===== src/rtl/bcd_to_bin_seq_pkg.sv =====
// Shared types, constants and width helper for the sequential BCD-to-binary converter.
// The optional invalid-digit check is enabled with the BCD_CHECK_EN macro (see bcd_to_bin_seq).
package bcd_pkg;

    typedef logic [3:0] bcd_digit_t;

    localparam bcd_digit_t BCD_MAX = 4'd9;

    typedef enum logic [1:0] {
        IDLE = 2'd0,
        RUN  = 2'd1,
        DONE = 2'd2
    } state_t;

    // Smallest width that can hold 10**digits - 1, i.e. ceil(log2(10**digits)).
    function automatic int bin_width(input int digits);
        longint unsigned p;
        int              w;
        p = 64'd1;
        for (int i = 0; i < digits; i++) begin
            p = p * 64'd10;
        end
        w = 32'sd0;
        for (int k = 0; k < 64; k++) begin
            if ((64'd1 << k) < p) begin
                w = k + 32'sd1;
            end else begin
                w = w;
            end
        end
        return w;
    endfunction

endpackage


===== src/rtl/bcd_to_bin_seq_if.sv =====
// Operand/result handshake bundle between the keypad digit buffer, the converter and the ALU.
interface bcd_to_bin_seq_if #(
    parameter int DIGITS = 4,
    parameter int OUT_W  = 14
) ();

    logic                  in_valid;
    logic                  in_ready;
    logic [4*DIGITS-1:0]   bcd_in;
    logic                  out_valid;
    logic                  out_ready;
    logic [OUT_W-1:0]      bin_out;
    logic                  err;

    modport master (
        output in_valid,
        output bcd_in,
        output out_ready,
        input  in_ready,
        input  out_valid,
        input  bin_out,
        input  err
    );

    modport slave (
        input  in_valid,
        input  bcd_in,
        input  out_ready,
        output in_ready,
        output out_valid,
        output bin_out,
        output err
    );

endinterface


===== src/rtl/bcd_to_bin_seq_mul10_add.sv =====
// Combinational acc*10 + d step, built from shifts so no multiplier is inferred.
module mul10_add #(
    parameter int W = 18
) (
    input  logic [W-1:0] i_acc,
    input  logic [3:0]   i_d,
    output logic [W-1:0] o_sum
);

    logic [W-1:0] w_d_ext;

    assign w_d_ext = {{(W-4){1'b0}}, i_d};
    assign o_sum   = (i_acc << 3) + (i_acc << 1) + w_d_ext;

endmodule


===== src/rtl/bcd_to_bin_seq.sv =====
// Sequential BCD-to-binary converter: one digit per clock, MSD first, valid/ready on both sides.
// Define BCD_CHECK_EN to build the sticky invalid-digit (>9) flag; otherwise err is tied low.
module bcd_to_bin_seq
    import bcd_pkg::*;
#(
    parameter int DIGITS = 4,
    parameter int OUT_W  = 14
) (
    input  logic            clk,
    input  logic            rst_n,
    bcd_to_bin_seq_if.slave bus
);

    localparam int         ACC_W    = OUT_W + 4;
    localparam logic [3:0] CNT_INIT = 4'(DIGITS);

    if ((DIGITS < 1) || (DIGITS > 8)) begin : g_bad_digits
        $error("bcd_to_bin_seq: DIGITS must be in 1..8");
    end
    if (OUT_W < bin_width(DIGITS)) begin : g_bad_out_w
        $error("bcd_to_bin_seq: OUT_W too narrow for DIGITS");
    end

    state_t              r_state;
    state_t              w_next_state;
    logic [ACC_W-1:0]    r_acc;
    logic [ACC_W-1:0]    w_acc_next;
    logic [3:0]          r_cnt;
    logic [4*DIGITS-1:0] r_shift;
    logic [OUT_W-1:0]    r_bin;
    logic                r_err;
    logic                r_in_ready;
    logic                r_out_valid;
    bcd_digit_t          w_digit;
    logic                w_digit_bad;

    assign w_digit = r_shift[4*DIGITS-1 -: 4];

    mul10_add #(.W(ACC_W)) u_mul10_add (
        .i_acc (r_acc),
        .i_d   (w_digit),
        .o_sum (w_acc_next)
    );

`ifdef BCD_CHECK_EN
    assign w_digit_bad = (w_digit > BCD_MAX);
`else
    assign w_digit_bad = 1'b0;
`endif

    // Next-state decode for the IDLE -> RUN -> DONE handshake sequence.
    always_comb begin
        w_next_state = r_state;
        case (r_state)
            IDLE: begin
                if (bus.in_valid) begin
                    w_next_state = RUN;
                end else begin
                    w_next_state = IDLE;
                end
            end
            RUN: begin
                if (r_cnt == 4'd1) begin
                    w_next_state = DONE;
                end else begin
                    w_next_state = RUN;
                end
            end
            DONE: begin
                if (bus.out_ready) begin
                    w_next_state = IDLE;
                end else begin
                    w_next_state = DONE;
                end
            end
            default: w_next_state = IDLE;
        endcase
    end

    // State, datapath and registered handshake outputs; reset aborts any conversion.
    always_ff @(posedge clk) begin
        if (!rst_n) begin
            r_state     <= IDLE;
            r_acc       <= '0;
            r_cnt       <= 4'd0;
            r_shift     <= '0;
            r_bin       <= '0;
            r_err       <= 1'b0;
            r_in_ready  <= 1'b1;
            r_out_valid <= 1'b0;
        end else begin
            r_state     <= w_next_state;
            r_in_ready  <= (w_next_state == IDLE);
            r_out_valid <= (w_next_state == DONE);
            case (r_state)
                IDLE: begin
                    if (bus.in_valid) begin
                        r_shift <= bus.bcd_in;
                        r_acc   <= '0;
                        r_cnt   <= CNT_INIT;
                        r_err   <= 1'b0;
                    end
                end
                RUN: begin
                    r_acc   <= w_acc_next;
                    r_shift <= r_shift << 4;
                    r_cnt   <= r_cnt - 4'd1;
                    r_err   <= r_err | w_digit_bad;
                    if (r_cnt == 4'd1) begin
                        r_bin <= w_acc_next[OUT_W-1:0];
                    end
                end
                DONE: begin
                    r_bin <= r_bin;
                end
                default: begin
                    r_acc <= '0;
                end
            endcase
        end
    end

    assign bus.in_ready  = r_in_ready;
    assign bus.out_valid = r_out_valid;
    assign bus.bin_out   = r_bin;
    assign bus.err       = r_err;

endmodule


===== src/flat_wrapper.sv =====
// flat-port wrapper written by rule: the top's interface ports become plain ports
module bcd_to_bin_seq_flat import bcd_pkg::*;
#(
    parameter int DIGITS = 4,
    parameter int OUT_W  = 14
)
  (clk, rst_n, bus_in_valid, bus_bcd_in, bus_out_ready, bus_in_ready, bus_out_valid, bus_bin_out, bus_err);
  bcd_to_bin_seq_if #(.DIGITS(DIGITS), .OUT_W(OUT_W)) bus_i ();
  input  logic clk;
  input  logic rst_n;
  input wire logic [$bits(bus_i.in_valid)-1:0] bus_in_valid;
  input wire logic [$bits(bus_i.bcd_in)-1:0] bus_bcd_in;
  input wire logic [$bits(bus_i.out_ready)-1:0] bus_out_ready;
  output wire logic [$bits(bus_i.in_ready)-1:0] bus_in_ready;
  output wire logic [$bits(bus_i.out_valid)-1:0] bus_out_valid;
  output wire logic [$bits(bus_i.bin_out)-1:0] bus_bin_out;
  output wire logic [$bits(bus_i.err)-1:0] bus_err;
  assign bus_i.in_valid = bus_in_valid;
  assign bus_i.bcd_in = bus_bcd_in;
  assign bus_i.out_ready = bus_out_ready;
  assign bus_in_ready = bus_i.in_ready;
  assign bus_out_valid = bus_i.out_valid;
  assign bus_bin_out = bus_i.bin_out;
  assign bus_err = bus_i.err;
  bcd_to_bin_seq #(.DIGITS(DIGITS), .OUT_W(OUT_W)) u_core (.clk(clk), .rst_n(rst_n), .bus(bus_i));
endmodule

===== config.mk =====
export PLATFORM = sky130hd
export DESIGN_NAME = bcd_to_bin_seq_flat
export DESIGN_NICKNAME = d
export VERILOG_FILES = /design/src/rtl/bcd_to_bin_seq_pkg.sv /design/src/rtl/bcd_to_bin_seq_if.sv /design/src/rtl/bcd_to_bin_seq_mul10_add.sv /design/src/rtl/bcd_to_bin_seq.sv /design/src/flat_wrapper.sv
export SDC_FILE = /design/constraint.sdc
export NUM_CORES = 1
export LEC_CHECK = 0
export ABC_CLOCK_PERIOD_IN_PS = 3600
export CAP_MARGIN = 20
export CORE_MARGIN = 4
export CORE_UTILIZATION = 54
export CTS_CLUSTER_DIAMETER = 60
export CTS_CLUSTER_SIZE = 25
export DETAILED_ROUTE_END_ITERATION = 8
export HOLD_SLACK_MARGIN = 0.05
export PLACE_DENSITY = 0.86
export SYNTH_ARGS = -nofsm -noshare
export SYNTH_HDL_FRONTEND = slang
export SYNTH_SLANG_ARGS = --single-unit

===== constraint.sdc =====
create_clock -name clk -period 3.6 [get_ports clk]
set_input_delay 1.08 -clock clk [delete_from_list [all_inputs] [get_ports clk]]
set_output_delay 1.08 -clock clk [all_outputs]
set_load 0.02 [all_outputs]

=== After elaboration in Yosys (flattened, before gate mapping) ===
Index checks and enable logic that the tools add are counted.

* Add/subtract/negate cells: 3
* Reductions and logical operators: 6
* Bitwise logic cells: 1
* Equality and inequality tests: 5
* Multiplexer cells: 10

{| class="wikitable"
|+ Operators by type and width
! cell !! number
|-
| $pmux W13 S3 || 1
|-
| $pmux W16 S2 || 1
|-
| $mux W16 || 1
|-
| $add A14 B14 Y14 || 1
|-
| $add A14 B4 Y14 || 1
|-
| $mux W13 || 1
|-
| $pmux W4 S2 || 1
|-
| $pmux W2 S3 || 1
|-
| $reduce_and A2 Y1 || 3
|-
| $eq A2 B2 Y1 const B || 2
|-
| $eq A4 B1 Y1 const B || 1
|-
| $logic_not A2 Y1 || 2
|-
| $mux W2 || 2
|-
| $mux W4 || 1
|-
| $sub A4 B1 Y4 const B || 1
|-
| $eq A2 B1 Y1 const B || 1
|-
| $ne A2 B2 Y1 const B || 1
|-
| $reduce_bool A2 Y1 || 1
|-
| $mux W1 || 1
|-
| $not A1 Y1 || 1
|}

* Logic and storage cells: 32
* Output and inout port bits: 17
* Input bits: 20
* Register bits after elaboration: 51

=== Logic depth before layout (Yosys ltp) ===
Gate-level depths: netlist of run 1.

* Depth after elaboration: 4
* Depth in mapped cells: 10

=== Cells and area by module ===
Synthesis of run 1 repeated with hierarchy kept, for this count alone.

* Cell total of the unflattened synthesis: 359
* Area, all modules: 3,333.2 µm²

{| class="wikitable"
|+ Modules (own cells, without submodules)
! module !! area each (µm²) !! sequential area each (µm²) !! instances !! cells an instance
|-
| bcd_to_bin_seq || 2,321.0 || 1,121.1 || 1 || 235
|-
| mul10_add || 1,012.2 || 0.0 || 1 || 124
|}

=== Worst setup path after synthesis of run 1 ===
Ideal clock, no wire load.

* Path kind: reg2reg
* From: register u_core.r_acc[0]
* To: register u_core.r_acc[12]
* Slack: 1,097 ps
* Data arrival time: 2,384 ps
* Setup time: 118 ps
* Stages on the path, launching flop included: 11
* Buffers on the path: 0
* Clock period less this slack: 2,503 ps
* Cell sequence: dfxtp_1 inv_1 fa_1 inv_1 fa_1 a211o_1 a21oi_1 o21ai_1 a21boi_1 xor2_1 o21ai_1

* Longest elaborated chain between the ends: 3

{| class="wikitable"
|+ RTL lines
! item !! RTL line !! source
|-
| start: declaration || bcd_to_bin_seq.sv:26 || <nowiki>logic [ACC_W-1:0] r_acc;</nowiki>
|-
| start signal: assignment || bcd_to_bin_seq.sv:105 || <nowiki>r_acc <= w_acc_next;</nowiki>
|-
| $add A14 B14 Y14 || bcd_to_bin_seq_mul10_add.sv:13 || <nowiki>assign o_sum = (i_acc << 3) + (i_acc << 1) + w_d_ext;</nowiki>
|-
| $add A14 B4 Y14 || bcd_to_bin_seq_mul10_add.sv:13 ||
|-
| $pmux W13 S3 || bcd_to_bin_seq.sv:95 || <nowiki>case (r_state)</nowiki>
|}

No other way between the ends.
A chain may end at the register's enable or synchronous reset.

=== Worst setup path in the final report of run 1 ===
Same ends and word-level chain as after synthesis.

==> results.toml, run 1 <==
[power]
power.clock.fraction_pct = 30.5
power.combinational.fraction_pct = 15.5
cellInternalPower_mw = 0.828
power.sequential.fraction_pct = 54.0
leakage_nw = 1.30
power.density_cell_area_mw_per_mm2 = 361
p_sw_share_pct = 27.0
total_switching_power_mw = 0.306
vdd_drop_max_v = 0.000288

[floorplanning]
io_pins = 37
initial_core_util_pct = 56.0
fp.dieArea_mm2 = 0.00608
std_cell_core_area_mm2 = 0.00472
horizontal_die_dimension_um = 78.0
die_height_um = 78.0
num_rows = 25

[setup_path]
max_stage_delay_ns = 0.50
timing.critical_path.required_ns = 3.80
worst-setup-path-type = "flop to flop"
cp_top_family = "compound AO/OA/AOI/OAI gates"
crit_path_max_fanout = 3
critPathSlowestCell = "fa_1"
arrival_ns = 2.90
critical_path.n_buffers_inverters = 2
start_kind = "flop"
setup.worst_path.end_class = "flop"
crit_path_cell_trace = "inv_1, fa_1, inv_1, fa_1, a211o_1, a21oi_1, o21ai_1, a21boi_1, xor2_1, o21ai_1"

[layout]
multiInputGateArea_mm2 = 0.00151
num-nets-final = 375
synthToLayoutAreaGrowth_pct = 18.8
fillCellCount = 409
final-seq-area_mm2 = 0.00102
antenna_cells_inserted = 0
final_util_pct = 66.5
post_route_cells_drive_above_1_share_pct = 5.15

[clocking]
cts_tree = "yes"
clock_tree.htree_level_count = 2
cts-root-to-sink-buffers = 2
cts.repair.resized = 0
numCtsBuffers = 5
post_cts_hold_buffer_count = 0
post-cts-setup-buffers = 0
clock_tree.root_cell = "clkbuf_8"
clk_pin_slew_ns = 0.09
insertion_delay_ns = 0.30
cts.sink_count = 51

[routing]
dr_wl_met3_um = 230
vias = 2242
drt-pass1-iter-count = 4
vias_per_cell = 5.65
final_antenna_net_count = 0
wl_met1_um = 2680
drc = 0
dr.first_iter.drc_count = 159
wl_um = 5710
routed_length_on_met2_um = 2720
top_layer_used = "met4"
wl_per_cell_um = 14.4

[yosys]
synth.yosys.seq_area_share_pct = 38.6
synth-edff-count = 0
mappedNetlistNets = 345
synth.lib_cells_used.distinct = 46
syn-instance-count = 299
synth_adder_area_share_pct = 12.9
syn_avg_cell_area_um2 = 8.84
synth_seq_cells = 51
synth_mux_area_share_pct = 0.379
synth-xor-area-share_pct = 2.98
proportion_of_synthesized_flip_flops_having_asynchronous_set_or_reset_pct = 0
post_synth_and_or_nand_nor_area_fraction_pct = 18.5
complex_gate_fraction_of_the_synthesized_area_pct = 22.3
mappedNetlistArea_mm2 = 0.00264
synthFlopType = "dfxtp_1"
synth_top_family_by_area = "compound AO/OA/AOI/OAI gates"
yosys_warnings = 0

[run]
maximum_capacitance_violations = 0

[sta]
tns_ns = 0
worst_slew_pin_slew_ns = 0.695
final_period_minus_worst_setup_slack_ns = 2.71
hold_violations = 0
clock_skew_ns = 0.00623
fmaxAchievable_mhz = 370
report.final.setup_viol = 0
slew_headroom_pct = 53.7
drv_slew = 0
rsz0062_at_grt = "no"
tcrit_tclk_final_pct = 75.2

[grt]
grt_pass1_vias = 2136
number_of_antenna_violations_at_the_first_check_in_global_routing = 0
grt_max_degree = 27
globalRoute.totalOverflow = 0
grtUsageTotal_pct = 19.6
grt_pass1_wl_um = 9650

[status]
outcome = "complete, no violations"

[placement]
place.gp.congestion = 0.873
post-dp-hpwl_um = 4190
io_buffers = 35

[worst_hold_path]
hold_class = "flop to flop"
[registers in the layout, summed over array words and instances, names as in the netlist]
name	cells
u_core.r_shift	16
u_core.r_acc	13
u_core.r_state	2
u_core.bus.bin_out	14
u_core.bus.out_valid	1
u_core.r_cnt	4
u_core.bus.in_ready	1
[routing by layer]
layer  vias to the layer above  track usage (%)
met1                      1057             25.1
met4                         0             7.87
met2                        49             32.3
li1                       1126                -
met3                        10             4.06
met5                         -                0
[tightest hold or removal path: stages, from the launching register on]
cell and delay [ns]:
dfxtp_1 0.32, nand2_1 0.05, a21boi_1 0.05
[power by group through the flow]
| stage | clock network, mW | logic (mW) | registers (mW) |
|---|---|---|---|
| 4_1_cts | 0.356 | 0.176 | 0.612 |
| 2_1_floorplan | 0 | 0.113 | 0.623 |
| 5_1_grt | 0.376 | 0.195 | 0.616 |
| 3_3_place_gp | 0 | 0.168 | 0.624 |
| 3_5_place_dp | 0 | 0.174 | 0.625 |
| 6_report | 0.346 | 0.175 | 0.613 |
[area by class of cell]
cell class	count	area share, %
clock buffers	6	2.63
multi-input cells	220	48.1
repair buffers	39	12.1
flip-flops and latches	51	32.5
clock inverters	2	0.518
well taps	67	2.67
inverters	12	1.43
[logic make-up after synthesis]
kind of cell / after synthesis
buffers and inverters: 28
muxes: 1
DFF: 51
xor gates and xnor gates: 9
other: 1
AOI/OAI and AO/OA: 82
and+or+nand+nor: 101
adders and majority gates: 26
[worst paths after layout]
kind | start | endpoint | slack [ns] | depth (start not counted)
max reg2reg | u_core.r_acc[0] | u_core.r_acc[12] | 0.89 | 10
max | u_core.r_acc[0] | u_core.r_acc[12] | 0.89 | 10
min reg2reg | u_core.bus.bin_out[5] | u_core.bus.bin_out[5] | 0.46 | 2
min | u_core.bus.bin_out[5] | u_core.bus.bin_out[5] | 0.46 | 2
[synth_stat cells (3+ instances only)]
master,instances,area [um^2]
a21boi_1,9,67.6
a21o_1,5,37.5
a21oi_1,10,50.1
a21oi_2,3,26.3
a22oi_1,12,90.1
and2_1,3,18.8
clkbuf_1,12,45.0
dfxtp_1,51,1020
ha_1,24,300
inv_1,12,45.0
nand2_1,27,101
nand3_1,9,45.0
nand4_1,4,25.0
nor2_1,30,113
nor2b_1,15,93.8
nor3b_1,3,22.5
o21a_1,4,30.0
o21ai_0,5,25.0
o21ai_1,9,45.0
o221ai_1,11,96.3
o311ai_1,3,26.3
xnor2_1,5,43.8
xor2_1,4,35.0
[placed cells by master (no fill, tap or decap), types with 2 or more instances in the layout]
| cell | count |
|---|---|
| a21oi_1 | 10 |
| nor3_1 | 2 |
| a211oi_1 | 2 |
| clkbuf_8 | 6 |
| buf_4 | 4 |
| o221ai_1 | 11 |
| xor2_1 | 4 |
| o311ai_1 | 3 |
| xnor2_1 | 5 |
| a31oi_1 | 2 |
| dfxtp_1 | 51 |
| nand3_1 | 9 |
| o21ai_1 | 9 |
| and2_1 | 3 |
| a21oi_2 | 3 |
| and3_1 | 2 |
| nand4_1 | 4 |
| ha_1 | 24 |
| a21boi_1 | 9 |
| o21ai_0 | 5 |
| o21a_1 | 4 |
| clkdlybuf4s50_1 | 35 |
| nor3b_1 | 3 |
| a21o_1 | 5 |
| inv_1 | 12 |
| nand2_1 | 27 |
| nor2b_1 | 15 |
| nor2_1 | 30 |
| fa_1 | 2 |
| a22oi_1 | 12 |
[metrics by stage]
step	total power [mW]	instance area [um^2]	worst slack (ns)	hold WS [ns]	instances
finish	1.13	3140	0.894	0.457	397
global route	1.19	3140	0.699	0.482	397
CTS	1.14	3140	0.920	0.458	397
detailed placement	0.799	3040	0.937	0.449	389
global placement	0.792	3040	0.987	0.440	389
floorplan	0.736	2640	1.10	0.443	299
No activity file was read; power rests on OpenSTA's default activity.
==> run 2, diff against run 1 <==
- ABC_CLOCK_PERIOD_IN_PS: 3600 -> 2550
- clock period: 3.6 -> 2.55 ns (I/O delays scaled with it)
==> results.toml, run 2 (synthesized netlist as in run 1, its figures left out) <==
[status]
outcome = "complete, no violations"

[layout]
final_util_pct = 69.9
synthToLayoutAreaGrowth_pct = 24.8
antenna_cells_inserted = 0
leading_cell_types_in_the_layout_fill_and_taps_excluded = "dfxtp_1 (47), clkdlybuf4s50_1 (35), nor2_1 (30)"
largest_reg_flops = 16
post_route_cells_drive_above_1_share_pct = 12.8
registers.top_by_ff_count = "u_core.r_shift"
commonest_non_fill_non_tap_cell_in_the_layout = "dfxtp_1"
num-nets-final = 390
finish.instance_area_mm2 = 0.00330

[clocking]
clock_tree.root_cell = "clkbuf_8"
clock_tree.htree_level_count = 2
cts.sink_count = 51
insertion_delay_ns = 0.31
cts_tree = "yes"
cts-root-to-sink-buffers = 2
clk_pin_slew_ns = 0.10
numCtsBuffers = 5

[power]
vdd_drop_max_v = 0.000319
power.clock.fraction_pct = 29.6
cellInternalPower_mw = 1.16
total_switching_power_mw = 0.451
p_sw_share_pct = 28.1
leakage_nw = 1.38
power.density_cell_area_mw_per_mm2 = 487
power.sequential.fraction_pct = 53.9
power.combinational.fraction_pct = 16.5

[placement]
detailed_place.area_mm2 = 0.00311
post-dp-hpwl_um = 4350
place.gp.congestion = 0.966
io_buffers = 35

[setup_path]
worst-setup-path-type = "flop to flop"
r2r_end = "u_core.bus.bin_out[11]"
worstRegToRegCells = 10
arrival_ns = 2.76
cp-startpoint = "u_core.r_shift[15]"
timing.critical_path.required_ns = 2.77
setup.reg_to_reg.worst_slack_ns = 0.007
setup.worst_path.end_class = "flop"
start_kind = "flop"
crit_path_max_fanout = 3
r2r-start = "u_core.r_shift[15]"

[worst_hold_path]
hold_class = "flop to flop"
worstHoldStart = "u_core.bus.bin_out[9]"
whs_path_cells = 2
worstHoldEndpoint = "u_core.bus.bin_out[9]"

[floorplanning]
die_height_um = 78.0
io_pins = 37
initial_core_util_pct = 56.0
horizontal_die_dimension_um = 78.0
fp.dieArea_mm2 = 0.00608
num_rows = 25
std_cell_core_area_mm2 = 0.00472

[sta]
clock_skew_ns = 0.0101
slew_headroom_pct = 63.5
fmaxAchievable_mhz = 393
hold_violations = 0
report.final.setup_viol = 0
final_period_minus_worst_setup_slack_ns = 2.54
tcrit_tclk_final_pct = 99.7
drv_slew = 0
rsz0062_at_grt = "yes"
worst_slew_pin_slew_ns = 0.543

[routing]
dr_wl_met3_um = 235
drt-pass1-iter-count = 4
wl_um = 6040
vias = 2303
dr.first_iter.drc_count = 126
drc = 0
wl_per_cell_um = 14.7
vias_per_cell = 5.59
wl_met1_um = 2820
final_antenna_net_count = 0
top_layer_used = "met4"
routed_length_on_met2_um = 2870

[run]
maximum_capacitance_violations = 0

[grt]
grtUsageTotal_pct = 20.9
number_of_antenna_violations_at_the_first_check_in_global_routing = 0
grt_max_degree = 32
globalRoute.totalOverflow = 0
grt_pass1_vias = 2264
grt_pass1_wl_um = 10400
==> run 2: cell count changes in the layout (fill, tap and decap cells not counted), sizes merged <==
cell | before | now
inv | 12 | 13
clkinv | 1 | 2
clkinvlp | 1 | 0
clkbuf | 6 | 5
buf | 4 | 19
==> run 2: worst max path at each step <==
stage,cells after the start,slack [ns],to
final,10,0.007,u_core.bus.bin_out[11]
after global routing,10,-0.07,u_core.bus.bin_out[11]
after CTS,10,0.005,u_core.bus.bin_out[11]
after detailed placement,9,-0.07,u_core.bus.bin_out[12]
after global placement,10,0.01,u_core.r_acc[12]
after floorplan,10,0.05,u_core.r_acc[12]
==> run 2: area by class of cell <==
type	instances	area [um^2]
repair buffers	54	493
clock inverters	3	22.5
flip-flops and latches	51	1030
clock buffers	5	68.8
inverters	12	45.0
fillers	358	1420
well taps	67	83.8
multi-input cells	220	1560
==> run 2: timing repair <==
item / in CTS / in global routing
hold buffers: 0 / 0
endpoints found under the setup margin: 4 / 8
resized for setup: 2 / 11
setup buffers: 1 / 5
pin swaps: 2 / 11
==> run 2: routing by layer <==
| metal | vias up | global-route usage (%) |
|---|---|---|
| li1 | 1155 | - |
| met1 | 1079 | 27.2 |
| met2 | 58 | 34.9 |
| met3 | 11 | 4.18 |
| met4 | 0 | 6.47 |
| met5 | - | 0 |
==> run 2: power by group through the flow <==
stage                     Sequential, mW  Clock [mW]  Combinational, mW
after floorplan                    0.880           0              0.159
after global placement             0.880           0              0.247
after detailed placement           0.882           0              0.255
after CTS                          0.864       0.484              0.259
after global routing               0.870       0.516              0.294
final                              0.866       0.475              0.265
==> run 2: per-stage QoR <==
stage	TNS (ns)	worst slack [ns]	instances	total power, mW	hold WS (ns)
after floorplan	0	0.0473	299	1.04	0.443
after global placement	0	0.0117	398	1.13	0.439
after detailed placement	-0.144	-0.0708	398	1.14	0.448
after CTS	0	0.00549	407	1.61	0.462
after global routing	-0.173	-0.0651	412	1.68	0.479
final	0	0.00652	412	1.61	0.457
==> run 2: critical path, stage by stage, from the launching register on <==
cell and delay (ns):
dfxtp_2 0.34, inv_2 0.04, fa_1 0.54, inv_2 0.06, ha_4 0.25, a21o_1 0.12
nand4_1 0.17, a21oi_2 0.26, nor2_4 0.07, or4b_1 0.52, o311ai_1 0.10
==> run 3, diff against run 2 <==
- CORE_UTILIZATION: 54 -> 50
- PLACE_DENSITY: 0.86 -> 0.81
==> results.toml, run 3 (synthesized netlist as in run 1, its figures left out) <==
[status]
outcome = "complete, no violations"

[placement]
io_buffers = 35
detailed_place.area_mm2 = 0.00312
detailedPlace.worstSlack_ns = -0.0474
post-dp-hpwl_um = 4460
place.gp.congestion = 0.932

[floorplanning]
std_cell_core_area_mm2 = 0.00511
num_rows = 26
horizontal_die_dimension_um = 80.7
die_height_um = 80.7
initial_core_util_pct = 51.8
io_pins = 37
fp.dieArea_mm2 = 0.00651

[routing]
wl_um = 6150
wl_met1_um = 2820
routed_length_on_met2_um = 2990
dr_wl_met3_um = 268
vias = 2286
drt-pass1-iter-count = 4
final_antenna_net_count = 0
vias_per_cell = 5.52
top_layer_used = "met4"
wl_per_cell_um = 14.9
drc = 0
dr.first_iter.drc_count = 105

[worst_hold_path]
hold_class = "flop to flop"
worstHoldEndpoint = "u_core.bus.bin_out[9]"
worstHoldStart = "u_core.bus.bin_out[9]"
whs_path_cells = 2

[layout]
post_route_cells_drive_above_1_share_pct = 11.6
multiInputGateArea_mm2 = 0.00154
leading_cell_types_in_the_layout_fill_and_taps_excluded = "dfxtp_1 (48), clkdlybuf4s50_1 (35), nor2_1 (30)"
fillCellCount = 440
synthToLayoutAreaGrowth_pct = 23.9
antenna_cells_inserted = 0
final-seq-area_mm2 = 0.00102
registers.top_by_ff_count = "u_core.r_shift"
num-nets-final = 389
finish.instance_area_mm2 = 0.00327
largest_reg_flops = 16
commonest_non_fill_non_tap_cell_in_the_layout = "dfxtp_1"

[setup_path]
path_common_cell = "inv_2"
cp_top_family = "adder cells"
worst-setup-path-type = "flop to flop"
r2r_end = "u_core.bus.bin_out[10]"
arrival_ns = 2.70
worstRegToRegCells = 10
critPathSlowestCell = "fa_1"
max_stage_delay_ns = 0.54
setup.worst_path.end_class = "flop"
cp-startpoint = "u_core.r_acc[2]"
timing.critical_path.required_ns = 2.80
critical_path.n_buffers_inverters = 2
crit_path_cell_trace = "inv_2, fa_1, inv_2, fa_2, a211o_1, a21oi_2, o21ai_1, xnor2_1, nand2_1, a21boi_1"
start_kind = "flop"
crit_path_max_fanout = 3
r2r-start = "u_core.r_acc[2]"
setup.reg_to_reg.worst_slack_ns = 0.1

[clocking]
cts-root-to-sink-buffers = 2
cts_tree = "yes"
cts.sink_count = 51
clock_tree.root_cell = "clkbuf_8"
clock_tree.htree_level_count = 2
insertion_delay_ns = 0.31
post_cts_hold_buffer_count = 0
clk_pin_slew_ns = 0.10
numCtsBuffers = 5

[sta]
clock_skew_ns = 0.0109
tcrit_tclk_final_pct = 96.1
hold_violations = 0
final_period_minus_worst_setup_slack_ns = 2.45
drv_slew = 0
slew_headroom_pct = 65.7
setup_slack_ns = 0.0993
fmaxAchievable_mhz = 408
worst_slew_pin_slew_ns = 0.511
report.final.setup_viol = 0

[power]
cellInternalPower_mw = 1.16
vdd_drop_max_v = 0.000373
total_switching_power_mw = 0.440
leakage_nw = 1.37
power.combinational.fraction_pct = 16.5
p_sw_share_pct = 27.6
power.clock.fraction_pct = 29.3
power.sequential.fraction_pct = 54.2
total_power_mw = 1.60
power.density_cell_area_mw_per_mm2 = 487

[grt]
number_of_antenna_violations_at_the_first_check_in_global_routing = 0
grt_pass1_vias = 2225
grt_max_degree = 30
grt_pass1_wl_um = 10100
grtUsageTotal_pct = 19.7
globalRoute.totalOverflow = 0

[run]
maximum_capacitance_violations = 0
-- run 3: cell types whose count changed in the layout (fill, tap and decap cells not counted), sizes merged --
cell and change:
buf -1, clkbuf +1, inv -1
-- run 3: how the worst max path moves through the flow --
stage,cells past startpoint,end,slack (ns)
2_1_floorplan,10,u_core.r_acc[12],0.05
3_3_place_gp,10,u_core.r_acc[12],0.02
3_5_place_dp,10,u_core.r_acc[12],-0.05
4_1_cts,10,u_core.r_acc[12],0.001
5_1_grt,10,u_core.bus.bin_out[10],-0.02
6_report,10,u_core.bus.bin_out[10],0.1
-- run 3: metrics by stage --
stage | cells | hold slack (ns) | util [%] | TNS, ns
detailed placement | 402 | 0.443 | 61.1 | -0.0694
global placement | 402 | 0.443 | 61.1 | 0
floorplan | 299 | 0.443 | - | 0
CTS | 410 | 0.453 | 62.9 | 0
global route | 414 | 0.474 | 64.1 | -0.0343
finish | 414 | 0.451 | 64.1 | 0
-- run 3: timing repair --
action	in CTS	in global routing
resized for setup	1	9
setup endpoints to repair	4	9
cloned	0	0
buffers inserted	0	4
pin swaps	0	10
-- run 3: final cells by class --
| class | count | area share (%) |
|---|---|---|
| Multi-Input combinational cell | 220 | 47.1 |
| Inverter | 12 | 1.38 |
| Clock buffer | 6 | 2.22 |
| Clock inverter | 2 | 0.535 |
| Sequential cell | 51 | 31.3 |
| Tap cell | 70 | 2.67 |
| Timing Repair Buffer | 53 | 14.8 |
-- run 3: power groups by stage --
stage / Combinational (mW) / Sequential (mW) / Clock (mW)
floorplan: 0.159 / 0.880 / 0
global placement: 0.250 / 0.881 / 0
detailed placement: 0.255 / 0.883 / 0
CTS: 0.257 / 0.864 / 0.481
global route: 0.291 / 0.870 / 0.518
finish: 0.263 / 0.865 / 0.468
-- run 3: layer usage --
metal,track usage (%),vias to the layer above
li1,-,1156
met1,24.7,1084
met2,33.3,42
met3,4.26,4
met4,6.93,0
met5,0,-
-- run 3: worst register-to-register path, cell delays in order, from the launching register on --
cell and delay, ns:
dfxtp_2 0.34, inv_2 0.04, fa_1 0.54, inv_2 0.06, fa_2 0.34, a211o_1 0.30
a21oi_2 0.23, o21ai_1 0.12, xnor2_1 0.22, nand2_1 0.09, a21boi_1 0.12
==> RTL edit, RTL diff (flow settings as in run 3) <==
The 3 states of `state_t` get a one-hot encoding in 3 bits.
--- a/src/rtl/bcd_to_bin_seq_pkg.sv
+++ b/src/rtl/bcd_to_bin_seq_pkg.sv
@@ -6,10 +6,10 @@
 
     localparam bcd_digit_t BCD_MAX = 4'd9;
 
-    typedef enum logic [1:0] {
-        IDLE = 2'd0,
-        RUN  = 2'd1,
-        DONE = 2'd2
+    typedef enum logic [2:0] {
+        IDLE = 3'b001,
+        RUN  = 3'b010,
+        DONE = 3'b100
     } state_t;
 
     // Smallest width that can hold 10**digits - 1, i.e. ceil(log2(10**digits)).
Function: no difference found for any inputs over 10 cycles, from zero or initial values and one cycle with rst_n low; not proved beyond that.
==> RTL edit against run 3 <==
Critical path depth fell by 1. Global-route usage fell by 0.99 points. Combinational power fell by 44%. Synthesized area rose by 8.2%. Via count rose by 8.6%. Total power fell by 8.6%. Utilization fell by 2.8 points. Sequential cell count rose by 1. Clock skew fell by 3.7 ps. Clock power fell by 2%. Design area rose by 3.8%. Wire length rose by 5.1%. Worst setup slack got worse by 5.8 ps. Critical endpoint is now u_core.r_acc[12].
==> RTL edit: results (changes against run 3) <==
Register Area 1042 um2 (was 1025 um2); Cell Area, Placed 3291 um2 (was 3120 um2); vias in the first global route 2281 (was 2225); Iter 0 DRT Violations 245 (was 105); GR Util met3 0.03060 (was 0.04260); Peak VDD IR 0.2755 mV (was 0.3733 mV); hpwl dp 4.868 mm (was 4.464 mm); Syn Area/Cell 8.724 um2 (was 8.842 um2); Post-Synth Adder-Cell Area 0.1189 (was 0.1287); Synth Area in XOR/XNOR 0.01836 (was 0.02982); via count 2483 (was 2286); met2 GRT Util 0.3044 (was 0.3328); post-synthesis sequential area ratio 0.3638 (was 0.3862); Post-CTS Resized 2 (was 1); largest net degree at the start of global routing 33 (was 30); Mapped Nets 374 (was 345); hold_sp u_core.r_shift[0] (was u_core.bus.bin_out[9]); Hold Path Sink u_core.r_shift[0] (was u_core.bus.bin_out[9]); top cells by area, synth dfxtp_1 36%, ha_1 10%, a21boi_0 6.0%, nand2_1 5.8%, a22oi_1 5.0% (was dfxtp_1 39%, ha_1 11%, nor2_1 4.3%, nand2_1 3.8%, o221ai_1 3.6%); complex-gate fraction of the synthesized area 0.2256 (was 0.2229); RePlAce Congestion 0.8722 (was 0.9322); Post-synth top cells 52 x dfxtp_1, 44 x nand2_1, 24 x ha_1, 23 x a21boi_0, 19 x a22oi_1 (was 51 x dfxtp_1, 30 x nor2_1, 27 x nand2_1, 24 x ha_1, 15 x nor2b_1); post-synthesis cell type count 53 (was 46); WP data arrival 2660 ps (was 2700 ps); placed insts 426 (was 402); fin crit share 0.9633 (was 0.9611); WL/cell 14.92 um (was 14.86 um); Slew headroom 0.4111 (was 0.6570); first-pass GRT wire length 10.87 mm (was 10.07 mm); Worst Clk Skew 7.231 ps (was 10.94 ps); DP Worst Slack -68.77 ps (was -47.40 ps); ratio of cells with drive above 1 in the final layout 0.08864 (was 0.1163); met1 global-route usage 0.2624 (was 0.2469); gr usage total 0.1870 (was 0.1969); first-pass iteration count of the detailed router 5 (was 4); Routed met1 length 3.072 mm (was 2.817 mm); Setup crit end u_core.r_acc[12] (was u_core.bus.bin_out[10]); Pint 1.094 mW (was 1.156 mW); Leak Pwr 1.366 nW (was 1.373 nW); drt via density 5.734 (was 5.522); outcome finished, final reports clean (unchanged); antenna violations before repair 0 (unchanged); met2 routed WL 3.043 mm (was 2.990 mm)
RTL edit: changes by cell type after synthesis, sizes merged, moves of 9 or more:
cell and change:
nor2 -19, nand2 +17, a21boi +14, o221ai -11, nand3 +9
RTL edit: power groups by stage:
stage,clock network (mW),registers [mW],logic (mW)
floorplan,0,0.865,0.0916
global placement,0,0.870,0.142
detailed placement,0,0.871,0.145
CTS,0.467,0.852,0.146
global route,0.500,0.856,0.163
finish,0.459,0.853,0.146
RTL edit: area by class of cell:
cell class / instances / area share
tap: 72 / 0.02650
inverter: 9 / 0.009937
timing repair buffer: 48 / 0.1318
sequential: 52 / 0.3066
multi-input combinational: 245 / 0.5013
clock buffer: 5 / 0.02024
clock inverter: 2 / 0.003681
RTL edit: critical path: stages, from the launching register on:
cell	delay, ps
dfxtp_1	330
inv_1	60
fa_1	550
inv_1	70
fa_2	400
a21o_1	210
a22o_1	220
a211oi_4	260
mux2i_1	110
a21o_1	150
